$ cat src/rtl/seg595_pkg.sv
// Shared constants for the 74HC595 link receiver: active-low 7-segment
// glyph table, link FSM state encoding and default frame length.
package seg595_pkg;

  localparam int FRAME_BITS_DEF = 16;

  localparam logic [7:0] SEG_0     = 8'hC0;
  localparam logic [7:0] SEG_1     = 8'hF9;
  localparam logic [7:0] SEG_2     = 8'hA4;
  localparam logic [7:0] SEG_3     = 8'hB0;
  localparam logic [7:0] SEG_4     = 8'h99;
  localparam logic [7:0] SEG_5     = 8'h92;
  localparam logic [7:0] SEG_6     = 8'h82;
  localparam logic [7:0] SEG_7     = 8'hF8;
  localparam logic [7:0] SEG_8     = 8'h80;
  localparam logic [7:0] SEG_9     = 8'h90;
  localparam logic [7:0] SEG_A     = 8'h88;
  localparam logic [7:0] SEG_B     = 8'h83;
  localparam logic [7:0] SEG_C     = 8'hC6;
  localparam logic [7:0] SEG_D     = 8'hA1;
  localparam logic [7:0] SEG_E     = 8'h86;
  localparam logic [7:0] SEG_F     = 8'h8E;
  localparam logic [7:0] SEG_BLANK = 8'hFF;

  // Entry k is the active-low glyph (dp off) for hex digit k.
  localparam logic [15:0][7:0] SEG_TABLE = {
    SEG_F, SEG_E, SEG_D, SEG_C, SEG_B, SEG_A, SEG_9, SEG_8,
    SEG_7, SEG_6, SEG_5, SEG_4, SEG_3, SEG_2, SEG_1, SEG_0
  };

  typedef enum logic [1:0] {
    IDLE  = 2'd0,
    SHIFT = 2'd1,
    OVER  = 2'd2,
    LATCH = 2'd3
  } link_state_t;

endpackage

$ cat src/rtl/seg7_pattern_dec.sv
// Decodes one 8-bit segment pattern {dp,g,f,e,d,c,b,a} back to a hex digit;
// dp is ignored, unknown patterns (including blank) give valid=0, value=0.
module seg7_pattern_dec
  import seg595_pkg::*;
#(
  parameter bit ACTIVE_LOW = 1'b1
) (
  input  logic [7:0] pattern,
  output logic [3:0] value,
  output logic       valid
);

  logic [7:0] norm;

  always_comb begin
    norm  = ACTIVE_LOW ? pattern : ~pattern;
    value = 4'h0;
    valid = 1'b0;
    // Forcing dp "off" makes the decimal point irrelevant to the match.
    for (int k = 0; k < 16; k++) begin
      if ((norm | 8'h80) == SEG_TABLE[k]) begin
        value = 4'(k);
        valid = 1'b1;
      end
    end
  end

endmodule

$ cat src/rtl/seg595_link_rx.sv
// Receiver/decoder for the 3-wire 74HC595 display link (sclk, rclk, dio).
// Optional input glitch filter: define SEG595_GLITCH_FILTER_EN.
module seg595_link_rx
  import seg595_pkg::*;
#(
  parameter int SYNC_STAGES    = 2,
  parameter int FRAME_BITS     = FRAME_BITS_DEF,
  parameter int FILT_LEN       = 3,
  parameter int SEG_ACTIVE_LOW = 1
) (
  input  logic        clk,
  input  logic        rst,
  input  logic        sclk,
  input  logic        rclk,
  input  logic        dio,
  output logic [63:0] seg_flat,
  output logic [31:0] val_flat,
  output logic [7:0]  dig_valid,
  output logic        frame_strobe,
  output logic        frame_err,
  output logic        sel_err,
  output logic [15:0] frame_cnt
);

  localparam int               CNT_W     = $clog2(FRAME_BITS + 2);
  localparam logic [CNT_W-1:0] CNT_FULL  = CNT_W'(FRAME_BITS);
  localparam logic [CNT_W-1:0] CNT_OVER  = CNT_W'(FRAME_BITS + 1);
  localparam logic [63:0]      IMG_BLANK = (SEG_ACTIVE_LOW != 0) ? {64{1'b1}} : {64{1'b0}};

  if (SYNC_STAGES < 2 || FILT_LEN < 1) begin : g_bad_params
    $error("seg595_link_rx: SYNC_STAGES must be >= 2 and FILT_LEN >= 1");
  end

  logic [2:0]                   pin_p0;
  logic [SYNC_STAGES-1:0][2:0]  sync_p1;
  logic [2:0]                   line_p1;
  logic [1:0]                   dly_p2;
  logic                         sclk_rise;
  logic                         rclk_rise;
  logic                         dio_bit;

  link_state_t      state;
  logic [CNT_W-1:0] bit_cnt;
  logic [15:0]      shreg;

  assign pin_p0 = {sclk, rclk, dio};

  // Stage p1: synchroniser chain, newest sample in index 0.
  always_ff @(posedge clk or negedge rst) begin
    if (!rst) begin
      sync_p1 <= '0;
    end else begin
      sync_p1 <= {sync_p1[SYNC_STAGES-2:0], pin_p0};
    end
  end

`ifdef SEG595_GLITCH_FILTER_EN
  localparam int FC_W = $clog2(FILT_LEN + 1);

  logic [2:0]           filt_q;
  logic [2:0][FC_W-1:0] filt_cnt;

  // The filtered level flips on the FILT_LEN-th consecutive differing sample.
  always_ff @(posedge clk or negedge rst) begin
    if (!rst) begin
      filt_q   <= '0;
      filt_cnt <= '0;
    end else begin
      for (int i = 0; i < 3; i++) begin
        if (sync_p1[SYNC_STAGES-1][i] == filt_q[i]) begin
          filt_cnt[i] <= '0;
        end else if (filt_cnt[i] == FC_W'(FILT_LEN - 1)) begin
          filt_q[i]   <= sync_p1[SYNC_STAGES-1][i];
          filt_cnt[i] <= '0;
        end else begin
          filt_cnt[i] <= filt_cnt[i] + 1'b1;
        end
      end
    end
  end

  assign line_p1 = filt_q;
`else
  assign line_p1 = sync_p1[SYNC_STAGES-1];
`endif

  // Stage p2: one-cycle delay of the clock lines for rising-edge detection.
  always_ff @(posedge clk or negedge rst) begin
    if (!rst) begin
      dly_p2 <= '0;
    end else begin
      dly_p2 <= line_p1[2:1];
    end
  end

  assign sclk_rise = line_p1[2] & ~dly_p2[1];
  assign rclk_rise = line_p1[1] & ~dly_p2[0];
  assign dio_bit   = line_p1[0];

  always_ff @(posedge clk or negedge rst) begin
    if (!rst) begin
      state        <= IDLE;
      bit_cnt      <= '0;
      shreg        <= '0;
      seg_flat     <= IMG_BLANK;
      frame_strobe <= 1'b0;
      frame_err    <= 1'b0;
      sel_err      <= 1'b0;
      frame_cnt    <= '0;
    end else begin
      frame_strobe <= 1'b0;
      if (state == LATCH) begin
        state   <= IDLE;
        bit_cnt <= '0;
        if (bit_cnt != CNT_FULL) begin
          frame_err <= 1'b1;
        end else if (shreg[7:0] == 8'h00) begin
          sel_err <= 1'b1;
        end else begin
          for (int i = 0; i < 8; i++) begin
            if (shreg[i]) seg_flat[8*i +: 8] <= shreg[15:8];
          end
          frame_strobe <= 1'b1;
          frame_cnt    <= frame_cnt + 16'd1;
        end
      end else begin
        if (sclk_rise) begin
          shreg <= {shreg[14:0], dio_bit};
          if (bit_cnt != CNT_OVER) bit_cnt <= bit_cnt + 1'b1;
          state <= (bit_cnt >= CNT_FULL) ? OVER : SHIFT;
        end
        // A coincident sclk edge has already been shifted in above.
        if (rclk_rise) state <= LATCH;
      end
    end
  end

  for (genvar d = 0; d < 8; d++) begin : g_dec
    seg7_pattern_dec #(
      .ACTIVE_LOW(SEG_ACTIVE_LOW != 0)
    ) u_dec (
      .pattern(seg_flat[8*d +: 8]),
      .value  (val_flat[4*d +: 4]),
      .valid  (dig_valid[d])
    );
  end

endmodule

$ cat config.mk
export PLATFORM = sky130hd
export DESIGN_NAME = seg595_link_rx
export DESIGN_NICKNAME = d
export VERILOG_FILES = /design/src/rtl/seg595_pkg.sv /design/src/rtl/seg7_pattern_dec.sv /design/src/rtl/seg595_link_rx.sv
export SDC_FILE = /design/constraint.sdc
export NUM_CORES = 1
export LEC_CHECK = 0
export BUFFER_PORTS_ARGS = -buffer_cell sky130_fd_sc_hd__clkbuf_2
export CORE_MARGIN = 3
export CORE_UTILIZATION = 50
export CTS_CLUSTER_DIAMETER = 100
export DETAILED_ROUTE_END_ITERATION = 10
export PLACE_DENSITY = 0.69
export RECOVER_POWER = 25
export SLEW_MARGIN = 15
export SYNTH_ARGS = -nofsm -noshare
export SYNTH_HDL_FRONTEND = slang
export SYNTH_HIERARCHICAL = 1
export SYNTH_SLANG_ARGS = --single-unit
$ cat constraint.sdc
create_clock -name clk -period 2.12 [get_ports clk]
set_input_delay 0.212 -clock clk [delete_from_list [all_inputs] [get_ports clk]]
set_output_delay 0.212 -clock clk [all_outputs]
set_load 0.05 [all_outputs]
==> flow_summary.ini <==
[synth]
ys_ff_latch = 114
ys_seq_area_share_pct = 40.0
synth_nets = 731
synthCells = 722
yosysWarningCount = 6
synthFlopType = dfstp_2
synth_edf_count = 0
async_reset_ff_share_pct = 100
syn_area_per_cell_sq_um = 10.2
ys_types = 62
syn_area_sq_mm = 0.00733

[timing]
period_needed_ps = 2350
finClkSkew_ps = 14.3
hold_viol = 0
setup_viol = 40
fin_setup_tns_ps = -4520
worstMarginPinSlew_ps = 919
period_share_pct = 111
rsz0062_at_grt = yes
clock.fmax_mhz = 426
slew_violations = 0
postLayoutSetupSlackWorst_ps = -227
slew_headroom_pct = 38.8

[floorplan]
core_area_sq_mm = 0.0141
die_area_sq_mm = 0.0161
ios = 128
rows = 43
die_width_um = 127
start_util_pct = 52.0
die_h_um = 127

[clock_tree]
cts.sinks = 114
numCtsBuffers = 17
worstSkewPairLatency_ps = 410
clockRootBuffer = clkbuf_16
path_clk_slew_ps = 60
htreeDepth = 4
cts_tree = yes
clock_path_buffers = 2

[worst_setup_path]
r2r_cells = 6
critical_path.startpoint_type = flop
rr_startpoint = bit_cnt[1]$_DFFE_PN0P_
path_cells = nor2_4, nand4b_4, nand2_2, a311oi_2, nand4_1, clkbuf_8
crit_type = flop to output port
slowest_stage = dfstp_2
worstPathRequired_ps = 1910
cp_max_fo = 8
timing.rr.end = seg_flat[31]$_DFFE_PN1P_
rrSetupSlack_ps = 320
max_stage_delay_ps = 690
critPathCaptureType = output port
cp.arrival_ps = 2140

[final_layout]
stdcell_count = 1214
finish.utilization_pct = 81.3
syn_to_final_growth_pct = 56.4
drive_above_1_share_pct = 67.3
fin_nets = 1030
antenna_cells = 0

[pwr]
p_total_mw = 6.24
p_per_area_mw_per_mm2 = 544
power.leakage_nw = 5.17
ir_drop_v = 0.000692

[grt]
grt_pass1_vias = 6995
grt_use_total_pct = 26.2
grt_max_degree = 40
grt_overflow = 0
grt_pass1_wl_mm = 34.9
antenna_found_initial = 0

[hold_path]
hold_depth = 0
hold_start = sync_p1[1]$_DFF_PN0_
hp-class = flop to flop
min_to = line_p1[1]$_DFF_PN0_

[routing]
wl_per_cell_um = 21.8
drtIter0Drc = 735
drc = 0
routed_wl_mm = 26.4
vias_per_cell = 6.20
first_pass_iters = 5
vias = 7528
drtAntennaViolNets = 0

[run_status]
violations = negative setup slack
outcome = finished with violations

[run]
cap_violations = 0

[placement]
dpl.hpwl_mm = 11.2
dp_cells = 981
gp_congestion = 0.918
port_buffers = 127
-- metrics by stage --
stage / cell area, sq um / hold slack (ps) / worst slack [ps]
2_1_floorplan: 7560 / -83.6 / 0.185
3_3_place_gp: 8070 / 197 / 141
3_5_place_dp: 8070 / 212 / 137
4_1_cts: 10500 / 325 / -94.4
5_1_grt: 11500 / 360 / -249
6_report: 11500 / 349 / -227
-- final cells by class --
| class | instances | area (sq um) |
|---|---|---|
| Inverter | 17 | 63.8 |
| Timing Repair Buffer | 335 | 2780 |
| Multi-Input combinational cell | 536 | 4820 |
| Fill cell | 695 | 2630 |
| Sequential cell | 114 | 2960 |
| Clock buffer | 19 | 443 |
| Tap cell | 180 | 225 |
| Clock inverter | 13 | 184 |
-- Yosys cell counts (6+ instances only) --
library cell,instances,area share (%)
dfrtp_1,50,17
o21ai_1,14,0.96
buf_2,12,0.82
nand4b_2,7,1.4
and3_1,7,0.60
nand2b_1,8,0.68
buf_4,8,0.82
buf_1,7,0.36
dfstp_2,64,23
nor2b_4,14,2.6
nand4_2,7,1.2
o41ai_1,7,0.84
nor3_1,23,1.6
a21oi_1,20,1.4
xnor2_1,15,1.8
o22a_1,7,0.84
buf_6,22,3.4
inv_1,17,0.87
a311oi_2,7,1.4
nand2_1,58,3.0
nand4_1,32,2.7
a21oi_2,7,0.84
nand2_2,8,0.68
nor2_1,59,3.0
a211oi_1,16,1.6
nand3_1,29,2.0
o21ai_0,19,1.3
a31oi_1,7,0.60
o31ai_1,7,0.72
clkbuf_1,6,0.31
mux2_2,76,12
or3b_1,8,0.96
nand3b_1,15,1.5
nor2_2,7,0.60
-- power breakdown --
part	total, mW	switching, mW	internal (mW)	leakage (nW)
combinational	0.449	0.228	0.221	3.56
clock	3.03	1.04	2.00	0.299
sequential	2.76	0.400	2.36	1.32
-- routing by layer --
metal / vias to the layer above / track usage [%] / routed length (um)
met1: 3683 / 32.7 / 9980
met5: - / 0 / 0
li1: 3254 / - / -
met2: 456 / 45.0 / 13500
met4: 0 / 11.5 / 1260
met3: 135 / 4.06 / 1660
-- sequential cells by signal (all words and copies together), names as in the netlist --
signal        cells
seg_flat         64
frame_cnt        16
shreg            16
bit_cnt           5
line_p1           3
sync_p1           3
dly_p2            2
state             2
frame_err         1
frame_strobe      1
sel_err           1
-- critical path, delay by kind of cell (launching register included) --
kind | cells | cell delay [ps]
buffers and inverters | 1 | 210
and+or+nand+nor | 4 | 460
DFF | 1 | 690
AOI/OAI and AO/OA | 1 | 350
-- cells by family after synthesis --
family                   after synthesis  share of synthesized area (%)
adder cells (fa/ha/maj)                4                          0.683
AO/OA/AOI/OAI                        121                           11.8
multiplexers                          82                           12.6
AND/OR/NAND/NOR                      309                           26.0
buffers and inverters                 72                           6.56
XOR/XNOR                              20                           2.39
flip-flops                           114                           40.0
-- worst max path at each step --
stage / from / to / cells past startpoint
global placement: seg_flat[2]$_DFFE_PN1P_ / dig_valid[0] / 5
finish: seg_flat[60]$_DFFE_PN1P_ / dig_valid[7] / 6
global route: seg_flat[20]$_DFFE_PN1P_ / val_flat[8] / 6
detailed placement: seg_flat[2]$_DFFE_PN1P_ / dig_valid[0] / 5
floorplan: seg_flat[5]$_DFFE_PN1P_ / dig_valid[0] / 4
CTS: seg_flat[5]$_DFFE_PN1P_ / val_flat[1] / 5
-- repair_timing --
action | CTS | global route
endpoints found under the setup margin | 40 | 40
hold buffers | 4 | 0
endpoints found under the hold margin | 19 | 0
pin swaps | 39 | 87
gates resized for setup | 150 | 182
buffers inserted | 153 | 44
-- placed cells by master (no fill, tap or decap), types with 6 or more instances in the layout --
cell type / netlist / routed
o31ai_4: 0 / 7
o21ai_2: 0 / 15
inv_2: 0 / 8
o41ai_4: 0 / 7
nand4_1: 32 / 32
a21oi_1: 20 / 10
nand3b_1: 15 / 15
nor3_1: 23 / 15
mux2_2: 76 / 76
nor2b_4: 14 / 14
xnor2_1: 15 / 15
buf_8: 0 / 21
nand2_2: 8 / 19
o21ai_1: 14 / 15
buf_4: 8 / 163
a311oi_2: 7 / 7
nor3_2: 0 / 6
o22a_1: 7 / 7
nand2_1: 58 / 42
clkbuf_8: 0 / 16
nand3_1: 29 / 20
buf_6: 22 / 35
buf_12: 0 / 7
a21oi_2: 7 / 8
clkbuf_2: 0 / 87
clkbuf_16: 0 / 17
nor2_1: 59 / 38
or3b_4: 0 / 6
nor2_2: 7 / 20
a211oi_2: 2 / 16
inv_1: 17 / 9
dfrtp_1: 50 / 50
nand2b_1: 8 / 8
nor2_4: 0 / 8
a21oi_4: 0 / 9
dfstp_4: 0 / 7
and3_1: 7 / 7
dfstp_2: 64 / 57
nand3_2: 0 / 9
No activity file was read; power rests on OpenSTA's default activity.
